**config.mk**
```make
export PLATFORM = sky130hd
export DESIGN_NAME = dma_periph_agent
export DESIGN_NICKNAME = d
export VERILOG_FILES = /design/src/rtl/dma_pkg.sv /design/src/rtl/dma_byte_fifo.sv /design/src/rtl/dma_periph_agent.sv
export SDC_FILE = /design/constraint.sdc
export NUM_CORES = 1
export LEC_CHECK = 0
export CAP_MARGIN = 0
export CELL_PAD_IN_SITES_DETAIL_PLACEMENT = 1
export CELL_PAD_IN_SITES_GLOBAL_PLACEMENT = 1
export CORE_ASPECT_RATIO = 1.4
export CORE_MARGIN = 10
export CORE_UTILIZATION = 42
export DETAILED_ROUTE_END_ITERATION = 12
export PLACE_DENSITY_LB_ADDON = 0.1
export SLEW_MARGIN = 20
export SYNTH_ARGS = -nofsm -noshare
export SYNTH_HDL_FRONTEND = slang
export SYNTH_SLANG_ARGS = --single-unit
```
**constraint.sdc**
```tcl
create_clock -name CLK -period 3.6 [get_ports CLK]
set_input_delay 0.54 -clock CLK [delete_from_list [all_inputs] [get_ports CLK]]
set_output_delay 0.54 -clock CLK [all_outputs]
set_load 0.02 [all_outputs]
```
**src/rtl/dma_pkg.sv**
```systemverilog
// Shared types and helpers for the DMA channel blocks.
package dma_pkg;

    typedef enum logic [2:0] {
        ST_IDLE,
        ST_REQ,
        ST_ACTIVE,
        ST_STROBE,
        ST_GAP
    } periph_state_t;

    localparam logic DIR_DEV2MEM = 1'b0;
    localparam logic DIR_MEM2DEV = 1'b1;

    // Maps between an active-high internal level and a pin of configurable polarity.
    function automatic logic apply_polarity(input logic level, input logic active_low);
        return level ^ active_low;
    endfunction

endpackage

```
**src/rtl/dma_byte_fifo.sv**
```systemverilog
// Byte FIFO with power-of-two depth; a push into a full FIFO is accepted only alongside a pop.
module dma_byte_fifo #(
    parameter int unsigned DEPTH = 4
) (
    input  logic                         clk,
    input  logic                         rst,
    input  logic                         push,
    input  logic [7:0]                   push_data,
    input  logic                         pop,
    output logic                         full,
    output logic                         empty,
    output logic [$clog2(DEPTH+1)-1:0]   count,
    output logic [7:0]                   head
);
    localparam int unsigned PW = $clog2(DEPTH);
    localparam int unsigned CW = $clog2(DEPTH + 1);

    logic [7:0]    mem [DEPTH];
    logic [PW-1:0] wr_ptr;
    logic [PW-1:0] rd_ptr;
    logic          do_push;
    logic          do_pop;

    assign full    = (count == CW'(DEPTH));
    assign empty   = (count == '0);
    assign do_pop  = pop && !empty;
    assign do_push = push && (!full || do_pop);
    assign head    = mem[rd_ptr];

    always_ff @(posedge clk) begin
        if (rst) begin
            wr_ptr <= '0;
            rd_ptr <= '0;
            count  <= '0;
        end else begin
            if (do_push) wr_ptr <= wr_ptr + PW'(1);
            if (do_pop)  rd_ptr <= rd_ptr + PW'(1);
            if (do_push && !do_pop)      count <= count + CW'(1);
            else if (do_pop && !do_push) count <= count - CW'(1);
        end
    end

    always_ff @(posedge clk) begin
        if (do_push) mem[wr_ptr] <= push_data;
    end

endmodule

```
**src/rtl/dma_periph_agent.sv**
```systemverilog
// Peripheral endpoint of the 8237A DREQ/DACK handshake: one channel, one byte per I/O strobe.
module dma_periph_agent
    import dma_pkg::*;
#(
    parameter int unsigned DEPTH           = 4,
    parameter bit          DREQ_ACTIVE_LOW = 1'b0,
    parameter bit          DACK_ACTIVE_LOW = 1'b1
) (
    input  logic       CLK,
    input  logic       RESET,
    input  logic       dir,
    input  logic       single_mode,
    output logic       DREQ,
    input  logic       DACK,
    input  logic       IOR_N,
    input  logic       IOW_N,
    input  logic       EOP_N,
    input  logic [7:0] DB_IN,
    output logic [7:0] DB_OUT,
    output logic       DB_OE,
    input  logic       src_valid,
    input  logic [7:0] src_data,
    output logic       src_ready,
    output logic       snk_valid,
    output logic [7:0] snk_data,
    input  logic       snk_ready,
    input  logic       tc_clr,
    output logic       tc,
    output logic       err
);
    localparam int unsigned CW = $clog2(DEPTH + 1);

    periph_state_t state, state_next;

    logic          ack, ior_q, iow_q, strobe_n, bus_rise;
    logic          bus_pop, bus_push, src_push, snk_pop, fifo_push, fifo_pop;
    logic          underrun, overrun, eop_now, ready, ready_after, req_next;
    logic          full, empty;
    logic [CW-1:0] count;
    logic [CW:0]   cnt_after;
    logic [7:0]    head, db_q, fifo_wdata;

    dma_byte_fifo #(.DEPTH(DEPTH)) u_fifo (
        .clk       (CLK),
        .rst       (RESET),
        .push      (fifo_push),
        .push_data (fifo_wdata),
        .pop       (fifo_pop),
        .full      (full),
        .empty     (empty),
        .count     (count),
        .head      (head)
    );

    assign ack      = apply_polarity(DACK, DACK_ACTIVE_LOW);
    assign strobe_n = (dir == DIR_MEM2DEV) ? IOW_N : IOR_N;
    // Data moves on any acknowledged strobe rising edge, so under/overrun is caught even when no request is pending.
    assign bus_rise = ack && ((dir == DIR_MEM2DEV) ? (!iow_q && IOW_N) : (!ior_q && IOR_N));
    assign bus_pop  = (dir == DIR_DEV2MEM) && bus_rise && !empty;
    assign underrun = (dir == DIR_DEV2MEM) && bus_rise && empty;
    assign bus_push = (dir == DIR_MEM2DEV) && bus_rise && !full;
    assign overrun  = (dir == DIR_MEM2DEV) && bus_rise && full;
    assign eop_now  = ack && !EOP_N;

    assign src_ready  = !RESET && !full && (dir == DIR_DEV2MEM);
    assign snk_valid  = !RESET && !empty && (dir == DIR_MEM2DEV);
    assign snk_data   = head;
    assign src_push   = src_valid && src_ready;
    assign snk_pop    = snk_valid && snk_ready;
    assign fifo_push  = bus_push || src_push;
    assign fifo_pop   = bus_pop || snk_pop;
    assign fifo_wdata = (dir == DIR_MEM2DEV) ? db_q : src_data;

    assign ready       = (dir == DIR_MEM2DEV) ? !full : !empty;
    assign cnt_after   = {1'b0, count} + {{CW{1'b0}}, fifo_push} - {{CW{1'b0}}, fifo_pop};
    assign ready_after = (dir == DIR_MEM2DEV) ? (cnt_after != (CW+1)'(DEPTH)) : (cnt_after != '0);

    assign DB_OE  = !RESET && ack && !IOR_N && (dir == DIR_DEV2MEM);
    assign DB_OUT = empty ? 8'h00 : head;

    always_comb begin
        state_next = state;
        unique case (state)
            ST_IDLE:   if (ready && !(tc && !tc_clr)) state_next = ST_REQ;
            ST_REQ:    if (ack) state_next = ST_ACTIVE;
                       else if (!ready) state_next = ST_IDLE;
            ST_ACTIVE: if (!ack) state_next = ST_IDLE;
                       else if (!strobe_n) state_next = ST_STROBE;
            ST_STROBE: if (!ack) state_next = ST_IDLE;
                       else if (bus_rise) begin
                           if (single_mode || !ready_after || tc || eop_now) state_next = ST_GAP;
                           else state_next = ST_ACTIVE;
                       end
            ST_GAP:    state_next = ST_IDLE;
            default:   state_next = ST_IDLE;
        endcase
        if (tc_clr && state != ST_IDLE) state_next = ST_IDLE;
        req_next = (state_next == ST_REQ) || (state_next == ST_ACTIVE) || (state_next == ST_STROBE);
    end

    always_ff @(posedge CLK) begin
        if (RESET) begin
            state <= ST_IDLE;
            DREQ  <= DREQ_ACTIVE_LOW;
            ior_q <= 1'b1;
            iow_q <= 1'b1;
            db_q  <= '0;
            tc    <= 1'b0;
            err   <= 1'b0;
        end else begin
            state <= state_next;
            DREQ  <= apply_polarity(req_next, DREQ_ACTIVE_LOW);
            ior_q <= IOR_N;
            iow_q <= IOW_N;
            if (!IOW_N) db_q <= DB_IN;
            if (tc_clr) begin
                tc  <= 1'b0;
                err <= 1'b0;
            end else begin
                tc  <= tc | eop_now;
                err <= err | underrun | overrun;
            end
        end
    end

endmodule

```
* Yosys cells after proc, flatten, opt, wreduce, memory -nomap -nowiden
Memory sizes are Yosys's and may differ from the RTL's. A register that Yosys moved wholly into a read port is not among the register bits.
Cells that the tools add are included.
** Storage, ports and cells
- Register bits after elaboration :: 23
- Bits in writable memories :: 32
- Bits of input ports :: 27
- Output and inout port bits :: 22
- Word-level logic and storage cells :: 104
- Memories :: 1
** Operators by class
- Add/sub/neg operators :: 6
- Equal/unequal tests :: 8
- Muxes and demuxes :: 22
- Bitwise gates (word level) :: 5
- Reduce and logical (&&, ||, !) cells :: 52
** Memories
- u_fifo.mem :: words 4, bits a word 8, rd ports 1, clocked after memory_dff 1, write ports 1, RTL line dma_byte_fifo.sv:18 : logic [7:0] mem [DEPTH];
** Operators with widths (number)
- $mux 3 :: 11
- $logic_and 1x1->1 :: 26
- $mux 8 :: 2
- $eq 3x2->1 const B :: 4
- $logic_not 1->1 :: 12
- $pmux 3 s4 :: 1
- $logic_or 1x1->1 :: 8
- $eq 3x1->1 const B :: 2
- $logic_not 3->1 :: 2
- $mux 1 :: 6
- $add 2x1->2 const B :: 2
- $add 3x1->4 :: 1
- $mux 2 :: 2
- $ne 4x3->1 const B :: 1
- $reduce_bool 4->1 :: 1
- $sub 4x1->4 :: 1
- $add 3x1->3 const B :: 1
- $eq 3x3->1 const B :: 1
- $or 1x1->1 :: 3
- $reduce_bool 3->1 :: 1
- $sub 3x1->3 const B :: 1
- $not 1->1 :: 2
- $reduce_bool 2->1 :: 1
- $reduce_or 2->1 :: 1

* Longest topological paths before layout
- Depth after elaboration :: 23
- Gate-level depth with buffers :: 13

* Modules after synthesis
From an unflattened synthesis, not the netlist that was laid out.
** Unflattened totals
- Cells, all modules :: 203
- Area total of the unflattened synthesis :: 2663.8 um^2
** Modules (own cells, without submodules)
- dma_byte_fifo :: instances 1, cells each 90, area each 1632.8 um^2
- dma_periph_agent :: instances 1, cells each 113, area each 1031.0 um^2

* Least setup slack after synthesis
No wires, ideal clock.
- Path kind :: input port to flip-flop
- From :: input port RESET
- To :: register state[2]
- Setup time :: 0.080 ns
- Data arrival time :: 2.696 ns
- Data required time :: 3.520 ns
- Setup slack :: 0.824 ns
- Cell stages on the path :: 13
- Buffers on the path :: 1
- Cell sequence :: clkbuf_1 and3b_1 o21ai_1 inv_1 ha_1 inv_1 ha_1 inv_1 fa_1 xor3_1 nand3b_1 o31ai_1 nor3b_1
** Between the ends
- Longest elaborated chain between the ends :: 18
- Elaborated cells between the ends (all ways) :: 23
- Classes of those cells :: add/sub: 2; eq/ne: 1; mux: 6; reduce/logical: 14
** Ends and longest elaborated chain
- start: declaration :: RTL line dma_periph_agent.sv:10 : input logic RESET,
- $logic_not 1->1 :: RTL line dma_periph_agent.sv:65, dma_periph_agent.sv:66
- $logic_and 1x1->1 (2 in series) :: RTL line dma_periph_agent.sv:65 : assign src_ready = !RESET && !full && (dir == DIR_DEV2MEM);
- $logic_and 1x1->1 :: RTL line dma_periph_agent.sv:68 : assign src_push = src_valid && src_ready;
- $logic_or 1x1->1 :: RTL line dma_periph_agent.sv:70 : assign fifo_push = bus_push || src_push;
- $add 3x1->4 :: RTL line dma_periph_agent.sv:75 : assign cnt_after = {1'b0, count} + {{CW{1'b0}}, fifo_push} - {{CW{1'b0}}, fifo_pop};
- $sub 4x1->4 :: RTL line dma_periph_agent.sv:75
- $ne 4x3->1 / $reduce_bool 4->1 (equally long branches) :: RTL line dma_periph_agent.sv:76 : assign ready_after = (dir == DIR_MEM2DEV) ? (cnt_after != (CW+1)'(DEPTH)) : (cnt_after != '0);
- $mux 1 :: RTL line dma_periph_agent.sv:76
- $logic_not 1->1 :: RTL line dma_periph_agent.sv:91 : if (single_mode || !ready_after || tc || eop_now) state_next = ST_GAP;
- $logic_or 1x1->1 (3 in series) :: RTL line dma_periph_agent.sv:91
- $mux 3 :: RTL line dma_periph_agent.sv:91
- $mux 3 :: RTL line dma_periph_agent.sv:90 : else if (bus_rise) begin
- $mux 3 :: RTL line dma_periph_agent.sv:89 : ST_STROBE: if (!ack) state_next = ST_IDLE;
- $pmux 3 s4 :: RTL line dma_periph_agent.sv:83 : unique case (state)
- $mux 3 :: RTL line dma_periph_agent.sv:97 : if (tc_clr && state != ST_IDLE) state_next = ST_IDLE;
- end signal: assignment :: RTL line dma_periph_agent.sv:111 : state <= state_next;
- end: declaration :: RTL line dma_periph_agent.sv:33 : periph_state_t state, state_next;
Parallel ways exist; a longest one is shown, timed or not.
A chain may end at the register's enable or synchronous reset.

* Final worst setup path
- From :: input port dir
- To :: register state[2]
** Between the ends
- Longest elaborated chain between the ends :: 18
- Elaborated cells between the ends (all ways) :: 35
- Classes of those cells :: add/sub: 2; eq/ne: 1; mux: 14; bitwise: 1; reduce/logical: 17
** Ends and longest elaborated chain
- start: declaration :: RTL line dma_periph_agent.sv:11 : input logic dir,
- $mux 1 :: RTL line dma_periph_agent.sv:58 : assign bus_rise = ack && ((dir == DIR_MEM2DEV) ? (!iow_q && IOW_N) : (!ior_q && IOR_N));
- $logic_and 1x1->1 :: RTL line dma_periph_agent.sv:58
- $logic_and 1x1->1 (2 in series) :: RTL line dma_periph_agent.sv:61 : assign bus_push = (dir == DIR_MEM2DEV) && bus_rise && !full;
- $logic_or 1x1->1 :: RTL line dma_periph_agent.sv:70
- $add 3x1->4 :: RTL line dma_periph_agent.sv:75
- $sub 4x1->4 :: RTL line dma_periph_agent.sv:75
- $ne 4x3->1 / $reduce_bool 4->1 (equally long branches) :: RTL line dma_periph_agent.sv:76
- $mux 1 :: RTL line dma_periph_agent.sv:76
- $logic_not 1->1 :: RTL line dma_periph_agent.sv:91
- $logic_or 1x1->1 (3 in series) :: RTL line dma_periph_agent.sv:91
- $mux 3 :: RTL line dma_periph_agent.sv:91
- $mux 3 :: RTL line dma_periph_agent.sv:90
- $mux 3 :: RTL line dma_periph_agent.sv:89
- $pmux 3 s4 (*) :: RTL line dma_periph_agent.sv:83
- $mux 3 (*) :: RTL line dma_periph_agent.sv:97
Mark *: on every way between the ends. The rest lies on a longest branch, timed or not.

==> flow_metrics.env <==
export IMPL_outcome="complete, no violations"
export IMPL_grt_util_all_layers=0.134
export IMPL_clock_skew_ps=8.76
export IMPL_routed_wl_um=6120
export IMPL_die_area_mm2=0.00989
export IMPL_wl_per_cell_um=18.4
export IMPL_grt_start_max_net_pins=25
export IMPL_synthTopCellsByCount="edfxtp_1, dfxtp_1, nor2_1"
export IMPL_p_sw_uw=445
export IMPL_cts_root_buf="clkbuf_8"
export IMPL_p_per_area_mw_per_mm2=487
export IMPL_seq_area_frac_synth=0.554
export IMPL_hold_path_class="flop to flop"
export IMPL_synth_edf_count=32
export IMPL_peakVddDrop_v=0.000330
export IMPL_finalWorstSetupSlack_ps=696
export IMPL_postLayoutCellArea_mm2=0.00339
export IMPL_via_per_inst=5.31
export IMPL_grt_ovfl_total=0
export IMPL_hold_buffers=0
export IMPL_netlist_area_mm2=0.00264
export IMPL_portBuffers=48
export IMPL_async_flop_share=0
export IMPL_area_delta_synth_final_pct=28.5
export IMPL_pre_cts_slack_ps=354
export IMPL_vias=1763
export IMPL_num_rows=34
export IMPL_cts_made_buffers=9
export IMPL_dp_hpwl_um=4530
export IMPL_period_needed_ps=2900
export IMPL_drt_pass1_iter_count=4
export IMPL_start_kind="primary input"
export IMPL_synthCells=200
export IMPL_p_leak_uw=0.00128
export IMPL_max_clock_freq_ghz=0.344
export IMPL_syn_nets=238
export IMPL_pin_count=49
export IMPL_chipWidth_um=87.0
export IMPL_cts_setup_buffers=0
export IMPL_fin_crit_sh=0.807
export IMPL_grt_pass1_wl_um=10100
export IMPL_synth_area_leaders="edfxtp_1, dfxtp_1, mux4_2"
export IMPL_filler_cell_count=640
export IMPL_tns_ps=0
export IMPL_rsz0062_at_grt="false"
export IMPL_ys_flop_type="edfxtp_1"
export IMPL_tightest_slew_ps=592
export IMPL_ys_warn_count=0
export IMPL_cts_resized=0
export IMPL_clockPowerShare=0.337
export IMPL_drive_above_1_share=0.173
export IMPL_clockBufferDepth=2
export IMPL_worstSetupPathType="primary input to flop"
export IMPL_drtIter0Drc=99
export IMPL_power_frac_comb=0.209
export IMPL_critPathMaxFanout=11
export IMPL_grt_pass1_vias=1962
export IMPL_p_seq_frac=0.454
export IMPL_cts_tree="built"
export IMPL_swShare=0.270
export IMPL_htree_levels=3
export IMPL_ys_seq_elements=57
export IMPL_antenna_found_initial=0
export IMPL_power_internal_uw=1210
export IMPL_relSlewSlack=0.605
export IMPL_yosysMostFrequentCell="edfxtp_1"
export IMPL_synth_cell_types=46
export IMPL_antenna_cells=0
export IMPL_yosysTopAreaCellShare=0.364
export IMPL_path_clk_slew_ps=70
export IMPL_power_total_uw=1650
export IMPL_end_kind="flop"
export IMPL_postRouteAntennaNets=0
export IMPL_core_mm2=0.00617
export IMPL_die_h_um=114
export IMPL_clk_latency_ps=330
export IMPL_synth_avg_cell_area_um2=13.2
export IMPL_cp_arrival_ps=3160
export IMPL_finalNetCount=294
export IMPL_required_ps=3860
export IMPL_cts_sinks=57
export IMPL_gp_congestion=0.792
export IMPL_start_util=0.428
export IMPL_hold_viol_final=0
export IMPL_synth_top_area_cell="edfxtp_1"
export IMPL_post_dp_cell_area_mm2=0.00321
export IMPL_maxCapViolations=0
export IMPL_slew_viol_final=0
export IMPL_drcViolationCount=0
export IMPL_setup_viol=0
-- sequential cells by signal (all words and copies together) (netlist names), 2 cells and up, named ones only --
register	flops
u_fifo.mem	32
state	3
u_fifo.wr_ptr	2
u_fifo.count	3
db_q	8
u_fifo.rd_ptr	2
-- path summary, 6_finish.rpt --
path | from | to | slack [ps] | cells after the start
setup / recovery | dir | state[2] | 700 | 11
hold / removal | db_q[6] | db_q[6] | 500 | 2
setup reg to reg | u_fifo.count[1] | state[2] | 720 | 12
hold reg to reg | db_q[6] | db_q[6] | 500 | 2
-- power by group through the flow --
stage,clock [uW],combinational [uW],sequential (uW)
global placement,0,346,763
global route,602,384,754
finish,556,346,749
floorplan,0,217,752
detailed placement,0,351,764
CTS,577,354,750
-- cell type report --
type                       instances  area (um^2)  share of cell area
timing repair buffer              55          533               0.157
inverter                          12         45.0              0.0133
sequential                        57         1460               0.431
clock buffer                      10          128              0.0377
multi-input combinational        121         1080               0.319
clock inverter                     5         48.8              0.0144
tap                               72         90.1              0.0266
-- cells by family after synthesis --
logic type | Yosys count | share of synthesized area
xor gates and xnor gates | 7 | 0.0289
AOI/OAI and AO/OA | 18 | 0.0512
buffers and inverters | 22 | 0.0356
adders and majority gates | 11 | 0.0579
DFF | 57 | 0.554
muxes | 26 | 0.140
and+or+nand+nor | 59 | 0.132
-- critical path, stage by stage --
cell and delay (ps):
clkdlybuf4s50_1 570, buf_4 240, and4bb_2 310, a2bb2oi_1 190, ha_1 180, inv_1 50, fa_1 360, xor3_1 200
nand3b_1 110, o31ai_1 200, nor3b_1 200
-- cell usage in the layout (no fill, tap or decap), types with 9 or more instances in the layout --
| cell type | instances |
|---|---|
| nor2_1 | 21 |
| inv_1 | 12 |
| clkdlybuf4s50_1 | 48 |
| clkbuf_8 | 9 |
| and2_1 | 12 |
| edfxtp_1 | 32 |
| mux2i_1 | 10 |
| ha_1 | 9 |
| dfxtp_1 | 25 |
-- metal layers --
| metal | wire length (um) | track usage | vias to the layer above | part of all wire |
|---|---|---|---|---|
| li1 | - | - | 833 | - |
| met1 | 2380 | 0.143 | 875 | 0.39 |
| met2 | 3220 | 0.222 | 45 | 0.53 |
| met3 | 363 | 0.0485 | 10 | 0.059 |
| met4 | 158 | 0.0693 | 0 | 0.026 |
| met5 | 0 | 0 | - | 0 |
-- stage by stage --
step / cells / utilization / hold WS [ps]
6_report: 332 / 0.549 / 496
3_5_place_dp: 317 / 0.521 / 491
4_1_cts: 332 / 0.549 / 502
3_3_place_gp: 317 / 0.521 / 475
2_1_floorplan: 200 / - / 458
5_1_grt: 332 / 0.549 / 539
Note: power is estimated with default switching activity, not from simulation.
